**src/rtl/expansion_timer.sv**
```systemverilog
// expansion_timer: 16-bit countdown timer card on the expansion I/O bus.
// Ports: i_clk100/i_resetn clock and async reset; i_bus/o_bus/o_busNOE
// data path; i_ioNCE/i_ioAddress/i_ioNOE/i_ioNWE bus strobes; o_irq expiry.
module expansion_timer #(
    parameter logic [7:0]  BASE_ADDR = 8'h10,
    parameter int unsigned TICK_DIV  = 100
) (
    input  logic       i_clk100,
    input  logic       i_resetn,
    input  logic [7:0] i_bus,
    output logic [7:0] o_bus,
    output logic       o_busNOE,
    input  logic       i_ioNCE,
    input  logic [7:0] i_ioAddress,
    input  logic       i_ioNOE,
    input  logic       i_ioNWE,
    output logic       o_irq
);

    localparam logic [15:0] TICK_LAST = 16'(TICK_DIV - 1);

    logic [1:0]  nceSync;
    logic [1:0]  noeSync;
    logic [1:0]  nweSync;
    logic        sNce;
    logic        sNoe;
    logic        sNwe;
    logic        nweDly;

    logic        wrHit;
    logic [2:0]  wrOff;
    logic [7:0]  wrData;
    logic        commit;
    logic        wrCtrl;
    logic        wrRldLo;
    logic        wrRldHi;
    logic        wrStatus;

    logic        ctrlEn;
    logic        ctrlAuto;
    logic        ctrlIrqEn;
    logic [7:0]  rldLo;
    logic [7:0]  rldHi;
    logic [15:0] count;
    logic [7:0]  snap;
    logic [15:0] presc;
    logic        exp;

    logic        readHit;
    logic [7:0]  readData;
    logic        tickRaw;
    logic        tick;
    logic        expire;

    assign sNce = nceSync[1];
    assign sNoe = noeSync[1];
    assign sNwe = nweSync[1];

    always_ff @(posedge i_clk100 or negedge i_resetn) begin
        if (!i_resetn) begin
            nceSync <= 2'b11;
            noeSync <= 2'b11;
            nweSync <= 2'b11;
            nweDly  <= 1'b1;
        end else begin
            nceSync <= {nceSync[0], i_ioNCE};
            noeSync <= {noeSync[0], i_ioNOE};
            nweSync <= {nweSync[0], i_ioNWE};
            nweDly  <= sNwe;
        end
    end

    // Address and data are held from the last cycle nWE was seen low,
    // so the commit on the nWE rising edge uses stable values.
    always_ff @(posedge i_clk100 or negedge i_resetn) begin
        if (!i_resetn) begin
            wrHit  <= 1'b0;
            wrOff  <= 3'd0;
            wrData <= 8'h00;
        end else if (!sNwe) begin
            wrHit  <= (i_ioAddress[7:3] == BASE_ADDR[7:3]);
            wrOff  <= i_ioAddress[2:0];
            wrData <= i_bus;
        end
    end

    assign commit   = sNwe && !nweDly && !sNce && wrHit;
    assign wrCtrl   = commit && (wrOff == 3'd0);
    assign wrRldLo  = commit && (wrOff == 3'd1);
    assign wrRldHi  = commit && (wrOff == 3'd2);
    assign wrStatus = commit && (wrOff == 3'd5);

    // A reload-high write or a disabling CTRL write overrides a
    // coincident tick.
    assign tickRaw = ctrlEn && (presc == TICK_LAST);
    assign tick    = tickRaw && !wrRldHi && !(wrCtrl && !wrData[0]);
    assign expire  = tick && (count <= 16'd1);

    always_ff @(posedge i_clk100 or negedge i_resetn) begin
        if (!i_resetn) begin
            ctrlEn    <= 1'b0;
            ctrlAuto  <= 1'b0;
            ctrlIrqEn <= 1'b0;
        end else if (wrCtrl) begin
            ctrlEn    <= wrData[0];
            ctrlAuto  <= wrData[1];
            ctrlIrqEn <= wrData[2];
        end else if (expire) begin
            ctrlEn    <= ctrlAuto;
        end
    end

    always_ff @(posedge i_clk100 or negedge i_resetn) begin
        if (!i_resetn) begin
            rldLo <= 8'h00;
            rldHi <= 8'h00;
        end else begin
            if (wrRldLo) rldLo <= wrData;
            if (wrRldHi) rldHi <= wrData;
        end
    end

    // Prescaler idles at 0 while disabled, so enabling always starts
    // a fresh tick period.
    always_ff @(posedge i_clk100 or negedge i_resetn) begin
        if (!i_resetn) begin
            presc <= 16'd0;
        end else if (wrRldHi || !ctrlEn || tickRaw) begin
            presc <= 16'd0;
        end else begin
            presc <= presc + 16'd1;
        end
    end

    always_ff @(posedge i_clk100 or negedge i_resetn) begin
        if (!i_resetn) begin
            count <= 16'd0;
        end else if (wrRldHi) begin
            count <= {wrData, rldLo};
        end else if (expire) begin
            count <= ctrlAuto ? {rldHi, rldLo} : 16'd0;
        end else if (tick) begin
            count <= count - 16'd1;
        end
    end

    // Expiry beats a same-cycle software clear.
    always_ff @(posedge i_clk100 or negedge i_resetn) begin
        if (!i_resetn) begin
            exp   <= 1'b0;
            o_irq <= 1'b0;
        end else begin
            exp   <= expire || (exp && !(wrStatus && wrData[0]));
            o_irq <= exp && ctrlIrqEn;
        end
    end

    assign readHit = !sNce && !sNoe &&
                     (i_ioAddress[7:3] == BASE_ADDR[7:3]);

    always_comb begin
        readData = 8'h00;
        unique case (i_ioAddress[2:0])
            3'd0:    readData = {5'b0, ctrlIrqEn, ctrlAuto, ctrlEn};
            3'd1:    readData = rldLo;
            3'd2:    readData = rldHi;
            3'd3:    readData = count[7:0];
            3'd4:    readData = snap;
            3'd5:    readData = {7'b0, exp};
            default: readData = 8'h00;
        endcase
    end

    // The high byte is frozen on the first cycle of a CNT_LO read so a
    // following CNT_HI read is coherent with it.
    always_ff @(posedge i_clk100 or negedge i_resetn) begin
        if (!i_resetn) begin
            o_busNOE <= 1'b1;
            o_bus    <= 8'h00;
            snap     <= 8'h00;
        end else begin
            o_busNOE <= !readHit;
            o_bus    <= readHit ? readData : 8'h00;
            if (readHit && o_busNOE && (i_ioAddress[2:0] == 3'd3)) begin
                snap <= count[15:8];
            end
        end
    end

endmodule

```
**config.mk**
```make
export PLATFORM = sky130hd
export DESIGN_NAME = expansion_timer
export DESIGN_NICKNAME = d
export VERILOG_FILES = /design/src/rtl/expansion_timer.sv
export SDC_FILE = /design/constraint.sdc
export NUM_CORES = 1
export LEC_CHECK = 0
export BUFFER_PORTS_ARGS = -buffer_cell sky130_fd_sc_hd__clkbuf_2
export CORE_MARGIN = 2
export CORE_UTILIZATION = 30
export CTS_BUF_LIST = sky130_fd_sc_hd__clkbuf_4 sky130_fd_sc_hd__clkbuf_8 sky130_fd_sc_hd__clkbuf_16
export CTS_CLUSTER_SIZE = 8
export DETAILED_ROUTE_END_ITERATION = 12
export PLACE_DENSITY = 0.47
export SLEW_MARGIN = 10
export SYNTH_ARGS = -nofsm -noshare
export SYNTH_HDL_FRONTEND = slang
export SYNTH_SLANG_ARGS = --single-unit
```
**constraint.sdc**
```tcl
create_clock -name i_clk100 -period 2.76 [get_ports i_clk100]
set_input_delay 0.552 -clock i_clk100 [delete_from_list [all_inputs] [get_ports i_clk100]]
set_output_delay 0.552 -clock i_clk100 [all_outputs]
set_load 0.005 [all_outputs]
```
; ---- Word-level counts from Yosys, hierarchy flattened
; Cells that the tools add are included.
[classes]
addsub = 2
eq_ne = 10
order_cmp = 1
n_reduce_logical = 35
n_mux = 9
[ops]
columns = cell, n
row1 = 2-to-1 mux 16 bit, 5
row2 = case mux 8 bit (6 select lines), 1
row3 = logical AND 1 bit, 19
row4 = "adder 16 x 1 -> 16 bit, second input constant", 1
row5 = "equality test 16 x 7 -> 1 bit, second input constant", 1
row6 = "less-or-equal comparator 16 x 1 -> 1 bit, second input constant", 1
row7 = "subtractor 16 x 1 -> 16 bit, second input constant", 1
row8 = "equality test 3 x 2 -> 1 bit, second input constant", 3
row9 = "equality test 3 bit, second input constant", 3
row10 = logical NOT 1 bit, 9
row11 = 2-to-1 mux 8 bit, 1
row12 = "equality test 3 x 1 -> 1 bit, second input constant", 2
row13 = logical NOT 3 bit, 2
row14 = "equality test 5 x 2 -> 1 bit, second input constant", 1
row15 = logical OR 1 bit, 3
row16 = nonzero test 3 bit, 1
row17 = 2-to-1 mux 1 bit, 2
row18 = nonzero test 2 bit, 1
[totals]
out_inout_bits = 10
word_cells = 76
register_bits = 89

; ---- Depth between registers and ports, before layout
; Gate-level depths: netlist of run 1.
[logic_depth]
ltp_word = 11
mapped_depth = 8
depth_no_buf = 7

; ---- Worst setup path after synthesis of run 1
; Ideal clock, no wire load.
[synth_timing]
path_kind = input -> register
startpoint = input port i_ioAddress[3]
endpoint = register snap[0]
path_slack_ns = 0.598
path_stages = 5
path_buffers = 1
setup_time_ns = 0.128
t_arrival_ns = 2.034
required_time_ns = 2.632
cell_sequence = or4_1 or3_1 buf_2 nor2_8 mux2_1
[synth_via]
elab_chain_cells = 4
[synth_rtl]
columns = element, line
row1 = from (decl), 14  ; input logic [7:0] i_ioAddress,
row2 = equality test 5 x 2 -> 1 bit, 159  ; (i_ioAddress[7:3] == BASE_ADDR[7:3]);
row3 = logical AND 1 bit, 158  ; assign readHit = !sNce && !sNoe &&
row4 = logical AND 1 bit (2 in a row), 184  ; if (readHit && o_busNOE && (i_ioAddress[2:0] == 3'd3)) begin
row5 = to (signal assigned), 185  ; snap <= count[15:8];
row6 = to (decl), 45  ; logic [7:0] snap;
; No other way between the ends.
; A chain may end at the register's enable or synchronous reset.

; ---- Worst setup path in the final report of run 1
[layout_timing]
startpoint = register presc[0]
endpoint = register count[12]
[layout_via]
elab_chain_cells = 7
word_cells_on_any_way = 8
classes_between = 1 x eq/ne / 2 x mux / 5 x reduce/logical
[layout_rtl]
columns = element, line
row1 = from (decl), 46  ; logic [15:0] presc;
row2 = from (signal assigned), 131  ; presc <= presc + 16'd1;
row3 = equality test 16 x 7 -> 1 bit *, 95  ; assign tickRaw = ctrlEn && (presc == TICK_LAST);
row4 = logical AND 1 bit *, 95
row5 = logical AND 1 bit * (2 in a row), 96  ; assign tick = tickRaw && !wrRldHi && !(wrCtrl && !wrData[0]);
row6 = logical AND 1 bit, 97  ; assign expire = tick && (count <= 16'd1);
row7 = 2-to-1 mux 16 bit, 140  ; end else if (expire) begin
row8 = 2-to-1 mux 16 bit, 138  ; end else if (wrRldHi) begin
row9 = to (signal assigned), 139  ; count <= {wrData, rldLo};
row10 = to (signal assigned), 141  ; count <= ctrlAuto ? {rldHi, rldLo} : 16'd0;
row11 = to (signal assigned), 143  ; count <= count - 16'd1;
row12 = to (decl), 44  ; logic [15:0] count;
; Every way passes the cells marked *; elsewhere a longest branch is shown, timed or not.

==> impl_metrics.tcl, run 1 <==
set metrics [dict create \
    gp_congestion 0.828 \
    grt_max_degree 47 \
    synthesis.nets 441 \
    crit_type "flip-flop to flip-flop" \
    slew_headroom_pct 25.5 \
    vias_per_cell 5.11 \
    areaGrowthSynthToFinish_pct 15.6 \
    yosysMostFrequentCell "dfrtp_1" \
    nFillCells 1447 \
    initial_core_util_pct 30.7 \
    synth_area_leaders "dfrtp_1 (46%), mux2_2 (5.3%), dfstp_2 (4.7%), nand2_1 (3.7%), nor2_1 (3.4%)" \
    final_nets 473 \
    fp.coreArea_um2 14500 \
    synthTopCellsByCount "dfrtp_1 (81), nand2_1 (44), nor2_1 (40), mux2_2 (21)" \
    async_reset_ff_share_pct 100 \
    syn_avg_cell_area_um2 10.7 \
    multiInputGateArea_um2 2060 \
    wire_per_inst_um 17.0 \
    num_rows 44 \
    synth_ff_type "dfrtp_1" \
    syn_inst 417 \
    synth_area_um2 4440 \
    io_buffers 30 \
    die_w_um 126 \
    max_freq_mhz 404 \
    cts_tree "yes" \
    grt_usage_pct 14.3 \
    die_height_um 126 \
    cts_root_buf "clkbuf_16" \
    gr-total-overflow 0 \
    vias 3258 \
    regArea_um2 2240 \
    synth-edff-count 0 \
    cp.required_ns 3.01 \
    power_leakage_uw 0.00228 \
    hold_violations 0 \
    cts_buffer_depth 2 \
    drt_iter0_drc 191 \
    start_kind "flip-flop" \
    htree_num_levels 3 \
    antenna_left 0 \
    drive_above_1_share_pct 23.6 \
    rsz0062_at_grt "false" \
    yosysTopAreaCellShare_pct 45.6 \
    clock-sinks 89 \
    vdd_drop_max_uv 301 \
    dr.pass1.iters 4 \
    antenna_found_initial 0 \
    period_minus_slack_ns 2.48 \
    worstPathMaxFanout 12 \
    fin_skew_ns 0.00599 \
    worstSkewPairLatency_ns 0.35 \
    grt_pass1_wl_um 17700 \
    setup_tns_ns 0 \
    grt_pass1_vias 3249 \
    dieArea_um2 15800 \
    synth_cell_types 64 \
    slew_violations 0 \
    arrival_ns 2.73 \
    synth_seq_cells 89 \
    wl_um 10800 \
    ctsResizeCount 0 \
    drv_cap 0 \
    final-setup-viol-count 0 \
    cts_hold_buffers 0 \
    yosysSeqAreaShare_pct 50.3 \
    numCtsBuffers 9 \
    end_kind "flip-flop" \
    antenna_cells 0 \
    drc_errors 0 \
    tightest_slew_ns 1.12 \
    post-cts-setup-buffer-count 0 \
    path_clk_slew_ns 0.06 \
    synth_warnings 0 \
    status "completed" \
    io_pins 31 \
    synth_area_leader_cell "dfrtp_1" \
    hp-class "input port to async pin" \
    fin_crit_sh_pct 89.8 \
    hpwl_um 7800 \
    timing.hold.ws_ns 0.206 \
    power_density_nw_per_um2 565 \
]
critical path: stages, from the launching register on:
cell	delay [ns]
dfrtp_1	0.43
ha_1	0.26
nor4bb_1	0.15
and4_1	0.28
a21oi_1	0.87
a21boi_0	0.27
o31ai_2	0.12
area by class of cell:
type	instances	share of cell area, %
tap	184	4.48
timing repair buffer	43	4.87
clock buffer	15	5.87
clock inverter	1	0.584
sequential	89	43.5
inverter	8	0.584
multi-input combinational	298	40.1
flip-flops by register name, indices dropped and copies added (netlist names):
| signal | count |
|---|---|
| count | 16 |
| presc | 16 |
| o_bus | 8 |
| rldHi | 8 |
| rldLo | 8 |
| snap | 8 |
| wrData | 8 |
| wrOff | 3 |
| nceSync | 2 |
| noeSync | 2 |
| nweSync | 2 |
| ctrlAuto | 1 |
| ctrlEn | 1 |
| ctrlIrqEn | 1 |
| exp | 1 |
| nweDly | 1 |
| o_busNOE | 1 |
| o_irq | 1 |
| wrHit | 1 |
final timing paths:
| path | cells past startpoint | from | slack, ns | to |
|---|---|---|---|---|
| worst min-delay path | 1 | i_resetn | 0.21 | presc[10] |
| worst max-delay path | 6 | presc[0] | 0.28 | count[12] |
| max in group asynchronous | 2 | i_resetn | 1.79 | nweDly |
| worst max register to register | 6 | presc[0] | 0.28 | count[12] |
| worst min register to register | 0 | noeSync[0] | 0.36 | noeSync[1] |
| min in group i_clk100 | 1 | i_ioNOE | 0.29 | noeSync[0] |
layout by cell type (no fill, tap or decap), types with 3 or more instances in the layout:
master and n:
dfstp_2 8, and3_1 8, o21ai_1 6, nor2_1 40, ha_1 3, clkbuf_16 9
nand4_1 6, nand2b_1 3, clkbuf_2 29, or3_1 3, xor2_1 8, inv_1 8
a22oi_1 14, clkbuf_8 5, mux2_2 21, xnor2_1 10, nor2b_1 4, and2_1 6
nand2_1 44, a21oi_1 13, o22ai_1 4, buf_4 14, o21ai_0 8, dfrtp_1 81
o31ai_2 4, mux2_1 10, mux2i_1 7, nor3_1 8, nand3_1 14, nor3_2 3
a31oi_1 9
kinds of logic after synthesis:
family	share of synthesized area (%)
and+or+nand+nor	19.2
DFF	50.3
AOI/OAI and AO/OA	12.8
muxes	9.94
buffers and inverters	3.32
xor gates and xnor gates	3.55
adders and majority gates	0.845
per-stage QoR:
| step | std cells | instance area [um^2] | utilization (%) | setup slack [ns] | power (uW) |
|---|---|---|---|---|---|
| floorplan | 417 | 4440 | - | 0.598 | 1520 |
| global placement | 622 | 4810 | 33.2 | 0.324 | 1610 |
| detailed placement | 622 | 4810 | 33.2 | 0.283 | 1610 |
| CTS | 638 | 5140 | 35.5 | 0.259 | 2950 |
| global route | 638 | 5140 | 35.5 | 0.0845 | 3020 |
| finish | 638 | 5140 | 35.5 | 0.283 | 2910 |
power breakdown:
| part | switching, uW | internal (uW) |
|---|---|---|
| sequential | 36.3 | 1340 |
| clock | 490 | 835 |
| combinational | 121 | 83.6 |
routing by layer:
metal / share of wire, % / vias up / GRT usage (%)
li1: - / 1571 / -
met2: 44 / 49 / 21.5
met4: 2.0 / 0 / 6.21
met5: 0 / - / 0
met1: 50 / 1621 / 20.4
met3: 3.4 / 17 / 2.38
(Power assumes the default switching activity.)
==> run 2, diff against run 1 <==
--- a/config.mk
+++ b/config.mk
@@ -7,11 +7,11 @@
 export LEC_CHECK = 0
 export BUFFER_PORTS_ARGS = -buffer_cell sky130_fd_sc_hd__clkbuf_2
 export CORE_MARGIN = 2
-export CORE_UTILIZATION = 30
+export CORE_UTILIZATION = 33
 export CTS_BUF_LIST = sky130_fd_sc_hd__clkbuf_4 sky130_fd_sc_hd__clkbuf_8 sky130_fd_sc_hd__clkbuf_16
 export CTS_CLUSTER_SIZE = 8
 export DETAILED_ROUTE_END_ITERATION = 12
-export PLACE_DENSITY = 0.47
+export PLACE_DENSITY = 0.51
 export SLEW_MARGIN = 10
 export SYNTH_ARGS = -nofsm -noshare
 export SYNTH_HDL_FRONTEND = slang
==> run 2 against run 1 <==
  * Fmax grew 13%
  * Final cell count is 1.4% lower
  * Clock power fell by 12%
  * Largest cell class unchanged
  * Highest routed layer unchanged
==> impl_metrics.tcl, run 2 (same netlist as run 1, synthesis figures left out) <==
set metrics [dict create \
    status "completed" \
    rsz0062_at_grt "false" \
    fin_skew_ns 0.00835 \
    initial_core_util_pct 33.7 \
    num_rows 42 \
    vdd_drop_max_uv 286 \
    met3_usage_pct 2.04 \
    top_regs "count (16), presc (16)" \
    regArea_um2 2240 \
    drv_cap 0 \
    hp-class "input port to async pin" \
    fp.coreArea_um2 13200 \
    worstSkewPairLatency_ns 0.34 \
    power_density_nw_per_um2 541 \
    grt_usage_pct 16.0 \
    dp_slack_ns 0.426 \
    grt_use_met2_pct 24.5 \
    cts_root_buf "clkbuf_16" \
    fin_util_pct 38.6 \
    cts_hold_buffers 0 \
    postLayoutSetupSlackWorst_ns 0.566 \
    busiest_layer "met2" \
    setup_tns_ns 0 \
    vias 3306 \
    timing.hold.ws_ns 0.186 \
    antenna_found_initial 0 \
    io_pins 31 \
    final_nets 472 \
    vias_per_cell 5.26 \
    gp_congestion 0.880 \
    final_common_cell "dfrtp_1" \
    hold_violations 0 \
    cts_buffer_depth 2 \
    fin_crit_sh_pct 79.5 \
    multiInputGateArea_um2 2060 \
    drc_errors 0 \
    antenna_left 0 \
    dieArea_um2 14400 \
    worstPathMaxFanout 7 \
    slew_headroom_pct 48.1 \
    cts_tree "yes" \
    tightest_slew_ns 0.771 \
    drive_above_1_share_pct 23.4 \
    io_buffers 30 \
    period_minus_slack_ns 2.19 \
    max_freq_mhz 456 \
    antenna_cells 0 \
    nFillCells 1302 \
    die_w_um 120 \
    ctsResizeCount 0 \
    numCtsBuffers 9 \
    areaGrowthSynthToFinish_pct 14.4 \
    htree_num_levels 3 \
    gr-total-overflow 0 \
    crit_type "flip-flop to flip-flop" \
    drt_iter0_drc 246 \
    post-cts-setup-buffer-count 0 \
    path_clk_slew_ns 0.06 \
    end_kind "flip-flop" \
    clock-sinks 89 \
    start_kind "flip-flop" \
    grt_max_degree 50 \
    slew_violations 0 \
    power_leakage_uw 0.00226 \
    final-setup-viol-count 0 \
    wire_per_inst_um 17.1 \
    die_height_um 120 \
    layout_common_cells "dfrtp_1 (81), nand2_1 (44), nor2_1 (40), clkbuf_2 (29), mux2_2 (21)" \
    arrival_ns 2.46 \
    grt_pass1_vias 3360 \
    grt_pass1_wl_um 17800 \
    use_met1_pct 22.5 \
    dr.pass1.iters 5 \
    wl_um 10800 \
    hpwl_um 7460 \
    cp.required_ns 3.03 \
]
-- run 2: worst paths after layout --
check                            from    endpoint  slack (ns)  depth (start not counted)
max in group asynchronous    i_resetn  nweSync[0]        1.86                          2
setup reg to reg             count[0]   count[14]        0.57                          7
hold / removal               i_resetn    presc[6]        0.19                          1
setup / recovery             count[0]   count[14]        0.57                          7
hold reg to reg            nweSync[0]  nweSync[1]        0.36                          0
min in group i_clk100         i_ioNOE  noeSync[0]        0.29                          1
-- run 2: layer usage --
metal  part of all wire, %  routed length, um
met1                    50               5370
met2                    45               4820
met3                   3.4                368
met4                   2.1                222
met5                     0                  0
-- run 2: power by group --
group / switching (uW) / internal [uW]
Combinational: 122 / 83.9
Clock: 492 / 675
Sequential: 35.9 / 1340
-- run 2: critical path, stage by stage (launching register included) --
cell and delay (ns):
dfrtp_1 0.45, inv_1 0.13, ha_1 0.30, nor3b_1 0.47
nand4_1 0.19, xor2_1 0.20, mux2_2 0.26, o21ai_1 0.11
-- run 2: per-stage QoR --
stage | instances | instance area (um^2) | power [uW]
final | 629 | 5080 | 2750
after global routing | 629 | 5080 | 2870
after CTS | 629 | 5080 | 2780
after detailed placement | 613 | 4800 | 1610
after global placement | 613 | 4800 | 1600
after floorplan | 417 | 4440 | 1520
-- run 2: layout make-up --
cell class                      instances  share of cell area, %
Clock buffer                           13                   5.27
Sequential cell                        89                   44.0
Clock inverter                          3                  0.295
Multi-Input combinational cell        298                   40.5
Tap cell                              176                   4.33
Inverter                                8                  0.591
Timing Repair Buffer                   42                   5.02
==> run 3, diff against run 2 <==
==> constraint.sdc (replaced) <==
create_clock -name i_clk100 -period 2.3 [get_ports i_clk100]
set_input_delay 0.46 -clock i_clk100 [delete_from_list [all_inputs] [get_ports i_clk100]]
set_output_delay 0.46 -clock i_clk100 [all_outputs]
set_load 0.005 [all_outputs]
==> run 3 against run 2 <==
  * Register-to-register slack worse by 0.40 ns
  * Combinational power is 29% higher
  * Final cell count is 2.4% higher
  * Flip-flop and latch count stayed put
  * Highest routed layer unchanged
  * Wire length is 0.53% higher
  * First-iteration DRC count is 20% higher
  * Clock-buffer cell count stayed put
  * Sequential share of layout area is 0.96 points lower
  * Clock skew is 0.0018 ns lower
  * Final area is 2.2% higher
  * Core utilization is 0.86 points higher
  * Critical path depth stayed put
  * Critical endpoint is now count[0]
==> impl_metrics.tcl, run 3 (same netlist as run 1, synthesis figures left out) <==
set metrics [dict create \
    vdd_drop_max_uv 326 \
    top_regs "count (16), presc (16)" \
    cts_tree "yes" \
    io_pins 31 \
    cts_buffer_depth 2 \
    p_sw_uw 795 \
    grt_pass1_wl_um 17900 \
    antenna_left 0 \
    layout_common_cells "dfrtp_1 (81), nand2_1 (44), nor2_1 (40), clkbuf_2 (29), buf_4 (27)" \
    power_switching_share_pct 23.9 \
    dieArea_um2 14400 \
    drv_cap 0 \
    gp_congestion 0.871 \
    timing.hold.ws_ns 0.138 \
    power_density_nw_per_um2 640 \
    internal_power_uw 2530 \
    vias_per_cell 5.15 \
    cp_cell_sequence "ha_1, nor4bb_1, and4_2, a21oi_1, buf_4, a31oi_1, o221ai_1" \
    drive_above_1_share_pct 26.1 \
    numCtsBuffers 9 \
    cp_slowest_cell "a21oi_1" \
    status "completed" \
    tightest_slew_ns 0.551 \
    cts_hold_buffers 0 \
    max_freq_mhz 468 \
    final_common_cell "dfrtp_1" \
    die_w_um 120 \
    dp_slack_ns 0.0609 \
    die_height_um 120 \
    fin_util_pct 39.4 \
    final_nets 487 \
    hpwl_um 7500 \
    dr.pass1.iters 4 \
    hold_violations 0 \
    fin_crit_sh_pct 92.9 \
    power_leakage_uw 0.00234 \
    slew_headroom_pct 63.3 \
    htree_num_levels 3 \
    worstPathMaxFanout 7 \
    final-setup-viol-count 0 \
    worstSkewPairLatency_ns 0.35 \
    wire_per_inst_um 16.8 \
    antenna_cells 0 \
    slew_violations 0 \
    antenna_found_initial 0 \
    fin_skew_ns 0.00654 \
    grt_usage_pct 16.2 \
    rsz0062_at_grt "false" \
    cts_root_buf "clkbuf_16" \
    gr-total-overflow 0 \
    areaGrowthSynthToFinish_pct 17.0 \
    pwr-share-clk_pct 42.5 \
    critical_path_buf_inv_count 1 \
    grt_pass1_vias 3315 \
    drc_errors 0 \
    final_cell_area_um2 5200 \
    arrival_ns 2.40 \
    cp.required_ns 2.56 \
    start_kind "flip-flop" \
    dpl_cell_area_um2 4910 \
    ctsResizeCount 0 \
    grt_max_degree 90 \
    fp.coreArea_um2 13200 \
    wl_um 10800 \
    hp-class "input port to async pin" \
    num_rows 42 \
    path_clk_slew_ns 0.06 \
    power_frac_comb_pct 8.0 \
    vias 3316 \
    period_minus_slack_ns 2.14 \
    crit_type "flip-flop to flip-flop" \
    clock-sinks 89 \
    initial_core_util_pct 33.7 \
    setup_tns_ns 0 \
    drt_iter0_drc 296 \
    postLayoutSetupSlackWorst_ns 0.164 \
    io_buffers 30 \
    power_frac_seq_pct 49.6 \
    post-cts-setup-buffer-count 0 \
    cpLargestDelayFamily "compound AO/OA/AOI/OAI gates" \
    end_kind "flip-flop" \
    slowest_delay_ns 0.45 \
]
==> run 3: cell types whose count changed in the layout (fill, tap and decap cells not counted) <==
cell,before,now
buf_4,12,27
and4_2,0,1
and4_1,2,1
==> run 3: stage by stage <==
step | total power [uW] | cells
finish | 3320 | 644
CTS | 3370 | 644
detailed placement | 1940 | 628
global placement | 1940 | 628
floorplan | 1830 | 417
global route | 3460 | 644
==> run 3: power groups by stage <==
stage	registers, uW	logic [uW]	clock network [uW]
after CTS	1650	269	1450
after global routing	1650	294	1510
final	1650	265	1410
after floorplan	1660	168	0
after detailed placement	1680	268	0
after global placement	1680	263	0
==> run 3: area by class of cell <==
cell class	instances	area [um^2]
Inverter	8	30.0
Tap cell	176	220
Sequential cell	89	2240
Clock buffer	13	268
Fill cell	1321	7990
Multi-Input combinational cell	298	2060
Timing Repair Buffer	57	368
Clock inverter	3	15.0
==> run 3: worst paths after layout <==
path | startpoint | to | slack (ns) | depth (start not counted)
hold reg to reg | nweSync[0] | nweSync[1] | 0.35 | 0
hold / removal | i_resetn | presc[13] | 0.14 | 2
setup / recovery | presc[1] | count[0] | 0.16 | 7
setup reg to reg | presc[1] | count[0] | 0.16 | 7
max in group asynchronous | i_resetn | nweSync[1] | 1.77 | 2
min in group i_clk100 | i_ioNOE | noeSync[0] | 0.19 | 1
==> run 3: worst register-to-register path, cell delays in order (launching register included) <==
cell and delay, ns:
dfrtp_1 0.42, ha_1 0.25, nor4bb_1 0.15, and4_2 0.28, a21oi_1 0.46, buf_4 0.26
a31oi_1 0.05, o221ai_1 0.19
==> run 3: layer usage <==
layer	wire, um	GRT usage (%)
met5	0	0
met3	465	2.33
met4	248	7.50
met1	5400	23.1
met2	4720	24.1
